### src/rtl/i2s_pkg.sv
// Shared types and frame geometry for the MSB-justified I2S receiver.
package i2s_pkg;

    localparam int unsigned FRAME_BITS = 256;
    localparam int unsigned SLOT_BITS  = 32;
    localparam int unsigned BIT_IDX_W  = $clog2(FRAME_BITS);
    localparam int unsigned SLOT_IDX_W = $clog2(SLOT_BITS);

    typedef enum logic [1:0] {
        StIdle    = 2'd0,
        StSeek    = 2'd1,
        StCapture = 2'd2
    } state_t;

    // True when the bit index sits on a slot boundary (where lrclk must toggle).
    function automatic logic slot_boundary(input logic [BIT_IDX_W-1:0] idx);
        return idx[SLOT_IDX_W-1:0] == '0;
    endfunction

endpackage

### src/rtl/i2s_input_sync.sv
// Two-flop synchronizers for bclk/lrclk/data plus a bclk rising-edge detector.
module i2s_input_sync (
    input  logic clk_i,
    input  logic rst_ni,
    input  logic bclk,
    input  logic lrclk,
    input  logic data,
    output logic bclk_rise_c,
    output logic lrclk_sync,
    output logic data_sync
);

    logic [2:0] meta_q;
    logic [2:0] sync_q;
    logic       bclk_prev_q;

    // All three pins share the same latency so data/lrclk line up with the bclk edge.
    always_ff @(posedge clk_i or negedge rst_ni) begin
        if (!rst_ni) begin
            meta_q      <= '0;
            sync_q      <= '0;
            bclk_prev_q <= 1'b0;
        end else begin
            meta_q      <= {bclk, lrclk, data};
            sync_q      <= meta_q;
            bclk_prev_q <= sync_q[2];
        end
    end

    assign bclk_rise_c = sync_q[2] & ~bclk_prev_q;
    assign lrclk_sync  = sync_q[1];
    assign data_sync   = sync_q[0];

endmodule

### src/rtl/i2s_msb_receiver.sv
// MSB-justified 8-slot I2S receiver writing bits into a circular frame RAM.
// Define I2S_RX_WATCHDOG_EN to drop lock when bclk stalls for WDOG_CYCLES clocks.
module i2s_msb_receiver
    import i2s_pkg::*;
#(
    parameter int unsigned CIRC_BUF_BITS = 3,
    parameter int unsigned WDOG_CYCLES   = 64
) (
    input  logic                       clk_i,
    input  logic                       rst_ni,
    input  logic                       enable_i,
    input  logic                       i2s_bclk_i,
    input  logic                       i2s_lrclk_i,
    input  logic                       i2s_data_i,
    output logic [CIRC_BUF_BITS+7:0]   ram_write_addr_o,
    output logic                       ram_data_o,
    output logic                       ram_we_o,
    output logic [CIRC_BUF_BITS-1:0]   last_good_frame_idx_o,
    output logic                       locked_o,
    output logic                       frame_error_o
);

    localparam int unsigned ADDR_W = CIRC_BUF_BITS + BIT_IDX_W;

    logic bclk_rise_c;
    logic lrclk_sync;
    logic data_sync;

    i2s_input_sync u_sync (
        .clk_i       (clk_i),
        .rst_ni      (rst_ni),
        .bclk        (i2s_bclk_i),
        .lrclk       (i2s_lrclk_i),
        .data        (i2s_data_i),
        .bclk_rise_c (bclk_rise_c),
        .lrclk_sync  (lrclk_sync),
        .data_sync   (data_sync)
    );

    state_t                   state_q, state_d;
    logic [BIT_IDX_W-1:0]     bit_idx_q, bit_idx_d;
    logic [CIRC_BUF_BITS-1:0] wr_frame_q, wr_frame_d;
    logic [CIRC_BUF_BITS-1:0] last_good_q, last_good_d;
    logic                     lr_prev_q, lr_prev_d;
    logic [ADDR_W-1:0]        addr_q, addr_d;
    logic                     data_q, data_d;
    logic                     we_q, we_d;
    logic                     err_q, err_d;
    logic                     locked_q, locked_d;
    logic                     done_q, done_d;
    logic                     timeout_c;
    logic                     lr_toggle_c;
    logic                     misalign_c;

`ifdef I2S_RX_WATCHDOG_EN
    localparam int unsigned WDOG_W = $clog2(WDOG_CYCLES + 1);

    logic [WDOG_W-1:0] wdog_cnt_q;

    // Counts clocks since the last bclk edge while capturing; saturates at the limit.
    always_ff @(posedge clk_i or negedge rst_ni) begin
        if (!rst_ni) begin
            wdog_cnt_q <= '0;
        end else if ((state_q != StCapture) || bclk_rise_c) begin
            wdog_cnt_q <= '0;
        end else if (wdog_cnt_q != WDOG_W'(WDOG_CYCLES)) begin
            wdog_cnt_q <= wdog_cnt_q + WDOG_W'(1);
        end
    end

    assign timeout_c = (state_q == StCapture) && (wdog_cnt_q == WDOG_W'(WDOG_CYCLES));
`else
    assign timeout_c = 1'b0;
`endif

    // Slot boundaries need an lrclk toggle; anywhere else a toggle means we slipped.
    assign lr_toggle_c = lrclk_sync ^ lr_prev_q;
    assign misalign_c  = slot_boundary(bit_idx_q)
                       ? (!lr_toggle_c && (bit_idx_q != '0))
                       : lr_toggle_c;

    always_comb begin
        state_d     = state_q;
        bit_idx_d   = bit_idx_q;
        wr_frame_d  = wr_frame_q;
        last_good_d = last_good_q;
        lr_prev_d   = lr_prev_q;
        addr_d      = addr_q;
        data_d      = data_q;
        we_d        = 1'b0;
        err_d       = 1'b0;
        done_d      = 1'b0;

        // Publish the frame one cycle after its last bit was written.
        if (done_q) begin
            last_good_d = addr_q[ADDR_W-1 -: CIRC_BUF_BITS];
        end

        if (bclk_rise_c) begin
            lr_prev_d = lrclk_sync;
        end

        case (state_q)
            StIdle: begin
                bit_idx_d = '0;
                if (enable_i) begin
                    state_d = StSeek;
                end
            end

            StSeek: begin
                bit_idx_d = '0;
                if (bclk_rise_c && lrclk_sync && !lr_prev_q) begin
                    state_d   = StCapture;
                    we_d      = 1'b1;
                    addr_d    = {wr_frame_q, BIT_IDX_W'(0)};
                    data_d    = data_sync;
                    bit_idx_d = BIT_IDX_W'(1);
                end
            end

            StCapture: begin
                if (timeout_c || (bclk_rise_c && misalign_c)) begin
                    state_d   = StSeek;
                    bit_idx_d = '0;
                    err_d     = 1'b1;
                end else if (bclk_rise_c) begin
                    we_d      = 1'b1;
                    addr_d    = {wr_frame_q, bit_idx_q};
                    data_d    = data_sync;
                    bit_idx_d = bit_idx_q + BIT_IDX_W'(1);
                    if (bit_idx_q == BIT_IDX_W'(FRAME_BITS - 1)) begin
                        wr_frame_d = wr_frame_q + CIRC_BUF_BITS'(1);
                        done_d     = 1'b1;
                    end
                end
            end

            default: begin
                state_d   = StIdle;
                bit_idx_d = '0;
            end
        endcase

        // Disable wins over everything: abort quietly, keep the frame slot for reuse.
        if (!enable_i) begin
            state_d    = StIdle;
            bit_idx_d  = '0;
            wr_frame_d = wr_frame_q;
            we_d       = 1'b0;
            err_d      = 1'b0;
            done_d     = 1'b0;
        end

        locked_d = (state_d == StCapture);
    end

    always_ff @(posedge clk_i or negedge rst_ni) begin
        if (!rst_ni) begin
            state_q     <= StIdle;
            bit_idx_q   <= '0;
            wr_frame_q  <= '0;
            last_good_q <= '0;
            lr_prev_q   <= 1'b0;
            addr_q      <= '0;
            data_q      <= 1'b0;
            we_q        <= 1'b0;
            err_q       <= 1'b0;
            locked_q    <= 1'b0;
            done_q      <= 1'b0;
        end else begin
            state_q     <= state_d;
            bit_idx_q   <= bit_idx_d;
            wr_frame_q  <= wr_frame_d;
            last_good_q <= last_good_d;
            lr_prev_q   <= lr_prev_d;
            addr_q      <= addr_d;
            data_q      <= data_d;
            we_q        <= we_d;
            err_q       <= err_d;
            locked_q    <= locked_d;
            done_q      <= done_d;
        end
    end

    assign ram_write_addr_o      = addr_q;
    assign ram_data_o            = data_q;
    assign ram_we_o              = we_q;
    assign last_good_frame_idx_o = last_good_q;
    assign locked_o              = locked_q;
    assign frame_error_o         = err_q;

endmodule

### config.mk
export PLATFORM = sky130hd
export DESIGN_NAME = i2s_msb_receiver
export DESIGN_NICKNAME = d
export VERILOG_FILES = /design/src/rtl/i2s_pkg.sv /design/src/rtl/i2s_input_sync.sv /design/src/rtl/i2s_msb_receiver.sv
export SDC_FILE = /design/constraint.sdc
export NUM_CORES = 1
export LEC_CHECK = 0
export CAP_MARGIN = 0
export CORE_ASPECT_RATIO = 1.75
export CORE_MARGIN = 2
export CORE_UTILIZATION = 45
export CTS_CLUSTER_SIZE = 24
export DETAILED_ROUTE_END_ITERATION = 12
export PLACE_DENSITY = 0.69
export REMOVE_ABC_BUFFERS = 1
export SYNTH_ARGS = -nofsm -noshare
export SYNTH_HDL_FRONTEND = slang
export SYNTH_SLANG_ARGS = --single-unit
### constraint.sdc
create_clock -name clk_i -period 2.39 [get_ports clk_i]
set_clock_uncertainty 0.2 [all_clocks]
set_input_delay 0.5975 -clock clk_i [delete_from_list [all_inputs] [get_ports clk_i]]
set_output_delay 0.5975 -clock clk_i [all_outputs]
set_load 0.05 [all_outputs]
==> impl_metrics.tcl, run 1 <==
set metrics [dict create \
    grt_util_all_layers_pct 19.8 \
    drt-total-wl_um 4130 \
    critPathKind "flip-flop to flip-flop" \
    gr-total-overflow 0 \
    required_ns 2.41 \
    p_per_area_nw_per_um2 564 \
    dp.final_hpwl_um 3190 \
    cp-end-kind "flip-flop" \
    final_area_um2 2410 \
    top_layer "met4" \
    grt_pass1_wl_um 7020 \
    r2r_end "bit_idx_q[7]$_DFFE_PN0P_" \
    yosys.area_share.simple_pct 19.6 \
    yosysWarnings 0 \
    first_iter_violations 31 \
    path_delay_family "simple AND/OR/NAND/NOR gates" \
    rrSetupSlack_ns 0.06 \
    synth.most_common_cell "dfrtp_1" \
    yosysSeqAreaShare_pct 52.4 \
    clock-sinks 40 \
    vdd.ir_drop.worst_v 0.000515 \
    drcViolationCount 0 \
    die_area_um2 4800 \
    avgSynthCellArea_um2 10.9 \
    diodes 0 \
    cp_num_buf_inv 1 \
    cts_buffers 5 \
    drive_above_1_share_pct 21.2 \
    synthAdderAreaFrac_pct 4.58 \
    finalMaxSlewViolations 0 \
    endpoint "bit_idx_q[7]$_DFFE_PN0P_" \
    crit_slowest_cell "or4b_4" \
    die_x_um 53.3 \
    gp_congestion 0.943 \
    startpoint "bit_idx_q[1]$_DFFE_PN0P_" \
    synthMuxAreaShare_pct 10.0 \
    start_util_pct 46.5 \
    holdBufCountCts 0 \
    rsz0062_at_grt "true" \
    reg2reg_from "bit_idx_q[1]$_DFFE_PN0P_" \
    placeableCoreArea_um2 4110 \
    async_reset_ff_share_pct 100 \
    grt_pass1_vias 1521 \
    ys.flop_type "dfrtp_1" \
    stdcell_count 261 \
    htreeDepth 2 \
    n_fill_cell 379 \
    start_kind "flip-flop" \
    ff_latch_area_um2 1000 \
    grt_antenna_before_repair 0 \
    reg2reg_depth 7 \
    p_leak_nw 1.05 \
    layout.nets 224 \
    grt_max_degree 22 \
    cts-root-buf "clkbuf_8" \
    setup_viol_count_final 0 \
    synth_edf_count 0 \
    crit_path_cell_trace "inv_2, ha_4, or4b_4, and2_4, nor4_4, nand4_1, mux2i_1" \
    cp_num_cells 7 \
    synth_xor_area_share_pct 1.38 \
    synth_top_area_share_pct 52.4 \
    clk_pin_slew_ns 0.08 \
    fin_crit_ns 2.33 \
    synth_top_family_by_area "simple AND/OR/NAND/NOR gates" \
    period_share_pct 97.4 \
    syn_area_um2 1910 \
    hold_viol_final 0 \
    max_freq_mhz 430 \
    path_max_fanout 6 \
    synth-compound-area-share_pct 8.32 \
    syn_to_final_growth_pct 26.3 \
    tightest_slew_ns 0.501 \
    placed_area_um2 2270 \
    synth_cell_types 42 \
    status "finished, final reports clean" \
    num_io_pins 24 \
    die_h_um 90.2 \
    placed_cells 252 \
    wl_met1_um 1520 \
    cp.arrival_ns 2.35 \
    hold_path_class "primary input to asynchronous set/reset pin" \
    routedWlPerCell_um 15.8 \
    clockBufferDepth 2 \
    synth_common_cells "dfrtp_1 (40), nand2_1 (27), mux2_2 (9), mux2i_1 (9), nand3_1 (8)" \
    ant_nets 0 \
    wl_met2_um 2400 \
    viasPerCell 5.58 \
    syn_inst 176 \
    tritoncts "built" \
    clock_latency_ns 0.29 \
    route.met3.wl_um 102 \
    cap_violations 0 \
    yosys-top-cells-area "dfrtp_1 (52%), mux2_2 (5.3%), nand2_1 (5.3%)" \
    dr.pass1.iters 4 \
    vias 1457 \
    num_rows 31 \
    critPathMaxStageDelay_ns 0.49 \
    yosysTopAreaCell "dfrtp_1" \
    portBuffers 23 \
    timing.slew.headroom_pct 66.5 \
    multi_input_area_um2 862 \
    ys_ff_latch 40 \
]
layout make-up:
class	instances	area share, %
timing repair buffer	38	14.5
tap	49	2.54
sequential	40	41.5
inverter	7	1.09
clock buffer	5	2.85
multi-input combinational	119	35.7
clock inverter	3	1.76
flip-flops by register name, summed over array words and instances (netlist names):
register and count:
lr_prev_q 1, ram_write_addr_o 11, done_q 1, ram_we_o 1
u_sync.bclk_prev_q 1, locked_o 1, bit_idx_q 8, u_sync.sync_q 3
wr_frame_q 3, frame_error_o 1, ram_data_o 1, state_q 2
u_sync.meta_q 3, last_good_frame_idx_o 3
layer usage:
metal / GRT usage [%] / vias to the layer above
li1: - / 688
met1: 21.1 / 729
met2: 35.4 / 31
met3: 3.82 / 9
met4: 8.97 / 0
met5: 0 / -
report_power, final:
group / internal [mW] / leakage [nW] / switching (mW)
Clock: 0.309 / 0.0541 / 0.234
Combinational: 0.0458 / 0.458 / 0.0693
Sequential: 0.692 / 0.537 / 0.0116
timing repair:
item	CTS	global route
endpoints found under the setup margin	0	12
setup buffers	0	1
resized for setup	0	5
cells in the final DEF, fill, tap and decap left out, types with 2 or more instances in the layout:
master | Yosys | routed
o21ai_0 | 4 | 4
nor2b_1 | 2 | 2
nand3_2 | 1 | 2
mux2i_1 | 9 | 9
a21oi_1 | 6 | 6
ha_1 | 7 | 6
nand3_1 | 8 | 7
nand2_1 | 27 | 27
clkdlybuf4s50_1 | 0 | 22
o21ai_1 | 2 | 2
mux2_2 | 9 | 9
nor3_1 | 2 | 2
o221ai_1 | 2 | 2
nand4_1 | 3 | 3
inv_1 | 7 | 6
buf_4 | 0 | 14
nor4b_1 | 3 | 2
nor2_1 | 5 | 5
clkbuf_8 | 0 | 5
xnor2_1 | 2 | 2
dfrtp_1 | 40 | 40
and3_1 | 3 | 3
a31oi_1 | 4 | 4
o211ai_1 | 2 | 2
through the flow:
| step | total power [mW] | worst slack [ns] | hold WS (ns) | util [%] | setup TNS (ns) |
|---|---|---|---|---|---|
| 6_report | 1.36 | 0.0621 | 0.0451 | 58.7 | 0 |
| 5_1_grt | 1.42 | -0.0703 | 0.0707 | 58.7 | -0.0880 |
| 4_1_cts | 1.37 | 0.00760 | 0.0556 | 57.9 | 0 |
| 3_5_place_dp | 0.831 | 0.0395 | 0.137 | 55.2 | 0 |
| 3_3_place_gp | 0.828 | 0.0734 | 0.135 | 55.2 | 0 |
| 2_1_floorplan | 0.774 | 0.169 | 0.102 | - | 0 |
worst min-delay path by stage:
stage	startpoint	to	cells past startpoint
6_report	rst_ni	ram_we_o$_DFF_PN0_	1
5_1_grt	rst_ni	u_sync.meta_q[0]$_DFF_PN0_	1
4_1_cts	rst_ni	u_sync.meta_q[0]$_DFF_PN0_	1
3_5_place_dp	u_sync.meta_q[2]$_DFF_PN0_	u_sync.sync_q[2]$_DFF_PN0_	0
3_3_place_gp	u_sync.meta_q[1]$_DFF_PN0_	u_sync.sync_q[1]$_DFF_PN0_	0
2_1_floorplan	rst_ni	bit_idx_q[0]$_DFFE_PN0P_	0
logic make-up (layout without fill, tap and decap cells):
family / after synthesis / in the layout
AOI/OAI and AO/OA: 25 / 25
xor gates and xnor gates: 3 / 3
adders and majority gates: 7 / 7
buffers and inverters: 17 / 53
DFF: 40 / 40
muxes: 18 / 18
and+or+nand+nor: 66 / 66
No activity file was read; power rests on OpenSTA's default activity.
==> inputs of run 2 (changes only) <==
--- a/config.mk
+++ b/config.mk
@@ -8,10 +8,9 @@
 export CAP_MARGIN = 0
 export CORE_ASPECT_RATIO = 1.75
 export CORE_MARGIN = 2
-export CORE_UTILIZATION = 45
+export CORE_UTILIZATION = 35
 export CTS_CLUSTER_SIZE = 24
 export DETAILED_ROUTE_END_ITERATION = 12
-export PLACE_DENSITY = 0.69
 export REMOVE_ABC_BUFFERS = 1
 export SYNTH_ARGS = -nofsm -noshare
 export SYNTH_HDL_FRONTEND = slang
==> impl_metrics.tcl, run 2 (synthesis gave the netlist of run 1 again) <==
set metrics [dict create \
    syn_to_final_growth_pct 27.3 \
    num_io_pins 24 \
    ant_nets 0 \
    crit_slowest_cell "clkdlybuf4s50_1" \
    critPathKind "flip-flop to output pin" \
    die_h_um 102 \
    start_kind "flip-flop" \
    setup_viol_count_final 0 \
    grt_antenna_before_repair 0 \
    routedWlPerCell_um 14.8 \
    drive_above_1_share_pct 21.4 \
    die_area_um2 6090 \
    p_leak_nw 1.06 \
    cts_buffers 5 \
    placed_area_um2 2300 \
    portBuffers 23 \
    rrSetupSlack_ns 0.12 \
    crit_path_cell_trace "clkdlybuf4s50_1" \
    fin_crit_ns 2.28 \
    stdcell_count 270 \
    tightest_slew_ns 0.509 \
    drcViolationCount 0 \
    drt-total-wl_um 4000 \
    setup_ws_ns 0.106 \
    cp_num_cells 1 \
    layout.nets 227 \
    max_freq_mhz 438 \
    dp_slack_ns 0.0543 \
    gr-total-overflow 0 \
    n_fill_cell 504 \
    cap_violations 0 \
    finalSetupTns_ns 0 \
    startpoint "ram_write_addr_o[10]$_DFFE_PN0P_" \
    p_total_mw 1.35 \
    hold_path_class "primary input to asynchronous set/reset pin" \
    placed_cells 261 \
    p_per_area_nw_per_um2 556 \
    clk_pin_slew_ns 0.07 \
    period_share_pct 95.6 \
    num_rows 35 \
    path_delay_family "buffers and inverters" \
    grt_pass1_wl_um 6640 \
    path_max_fanout 3 \
    final_common_cell "dfrtp_1" \
    start_util_pct 36.4 \
    cp-end-kind "output pin" \
    clock-sinks 40 \
    vdd.ir_drop.worst_v 0.000309 \
    r2r_end "bit_idx_q[7]$_DFFE_PN0P_" \
    clock_latency_ns 0.30 \
    status "finished, final reports clean" \
    hold_ws_ns 0.0429 \
    grt_max_degree 23 \
    dr.pass1.iters 4 \
    placeableCoreArea_um2 5260 \
    holdBufCountCts 0 \
    die_x_um 59.9 \
    first_iter_violations 37 \
    htreeDepth 2 \
    endpoint "ram_write_addr_o[10]" \
    cp_num_buf_inv 1 \
    timing.slew.headroom_pct 66.0 \
    clockBufferDepth 2 \
    critPathMaxStageDelay_ns 0.82 \
    gp_congestion 0.871 \
    viasPerCell 5.18 \
    final_area_um2 2430 \
    grt_pass1_vias 1380 \
    cts-root-buf "clkbuf_8" \
    required_ns 1.59 \
    largest_reg_flops 11 \
    rsz0062_at_grt "true" \
    vias 1398 \
    cp.arrival_ns 1.49 \
    dp.final_hpwl_um 3040 \
    reg2reg_depth 7 \
    finalMaxSlewViolations 0 \
    tritoncts "built" \
    grt_util_all_layers_pct 14.8 \
    reg2reg_from "bit_idx_q[0]$_DFFE_PN0P_" \
    diodes 0 \
    final_cell_mix "dfrtp_1 (40), nand2_1 (27), clkdlybuf4s50_1 (22)" \
    hold_viol_final 0 \
    post-route-util_pct 46.3 \
]
-- run 2: cell count changes in the layout (fill, tap and decap cells not counted), sizes merged --
cell and change:
buf +3, clkbuf +1, clkinvlp -1
-- run 2: where the power goes --
part           switching, mW  total [mW]  internal (mW)
Combinational         0.0685       0.115         0.0462
Sequential            0.0105       0.703          0.692
Clock                  0.226       0.536          0.310
Total                  0.306        1.35           1.05
-- run 2: worst min-delay path by stage --
stage / start / endpoint / slack [ns] / cells past startpoint
2_1_floorplan: rst_ni / bit_idx_q[0]$_DFFE_PN0P_ / 0.10 / 0
3_3_place_gp: u_sync.meta_q[2]$_DFF_PN0_ / u_sync.sync_q[2]$_DFF_PN0_ / 0.13 / 0
3_5_place_dp: u_sync.meta_q[0]$_DFF_PN0_ / u_sync.sync_q[0]$_DFF_PN0_ / 0.14 / 0
4_1_cts: rst_ni / locked_o$_DFF_PN0_ / 0.07 / 1
5_1_grt: rst_ni / locked_o$_DFF_PN0_ / 0.07 / 1
6_report: rst_ni / locked_o$_DFF_PN0_ / 0.04 / 1
-- run 2: repair_timing --
| item | in CTS | in global routing |
|---|---|---|
| setup endpoints to repair | 0 | 3 |
| gates resized for setup | 0 | 4 |
| setup buffers | 0 | 1 |
-- run 2: layout make-up --
cell class                      count  area [um2]  share of cell area (%)
Clock inverter                      2        35.0                    1.44
Multi-Input combinational cell    119         856                    35.2
Inverter                            7        26.3                    1.08
Tap cell                           55        68.8                    2.83
Clock buffer                        6        72.6                    2.98
Timing Repair Buffer               41         373                    15.3
Sequential cell                    40        1000                    41.2
-- run 2: per-layer routing --
| layer | vias to the layer above | global-route usage (%) | part of all wire, % |
|---|---|---|---|
| li1 | 692 | - | - |
| met1 | 673 | 17.2 | 40 |
| met2 | 26 | 25.5 | 54 |
| met3 | 7 | 2.68 | 3.5 |
| met4 | 0 | 7.18 | 2.0 |
| met5 | - | 0 | 0 |
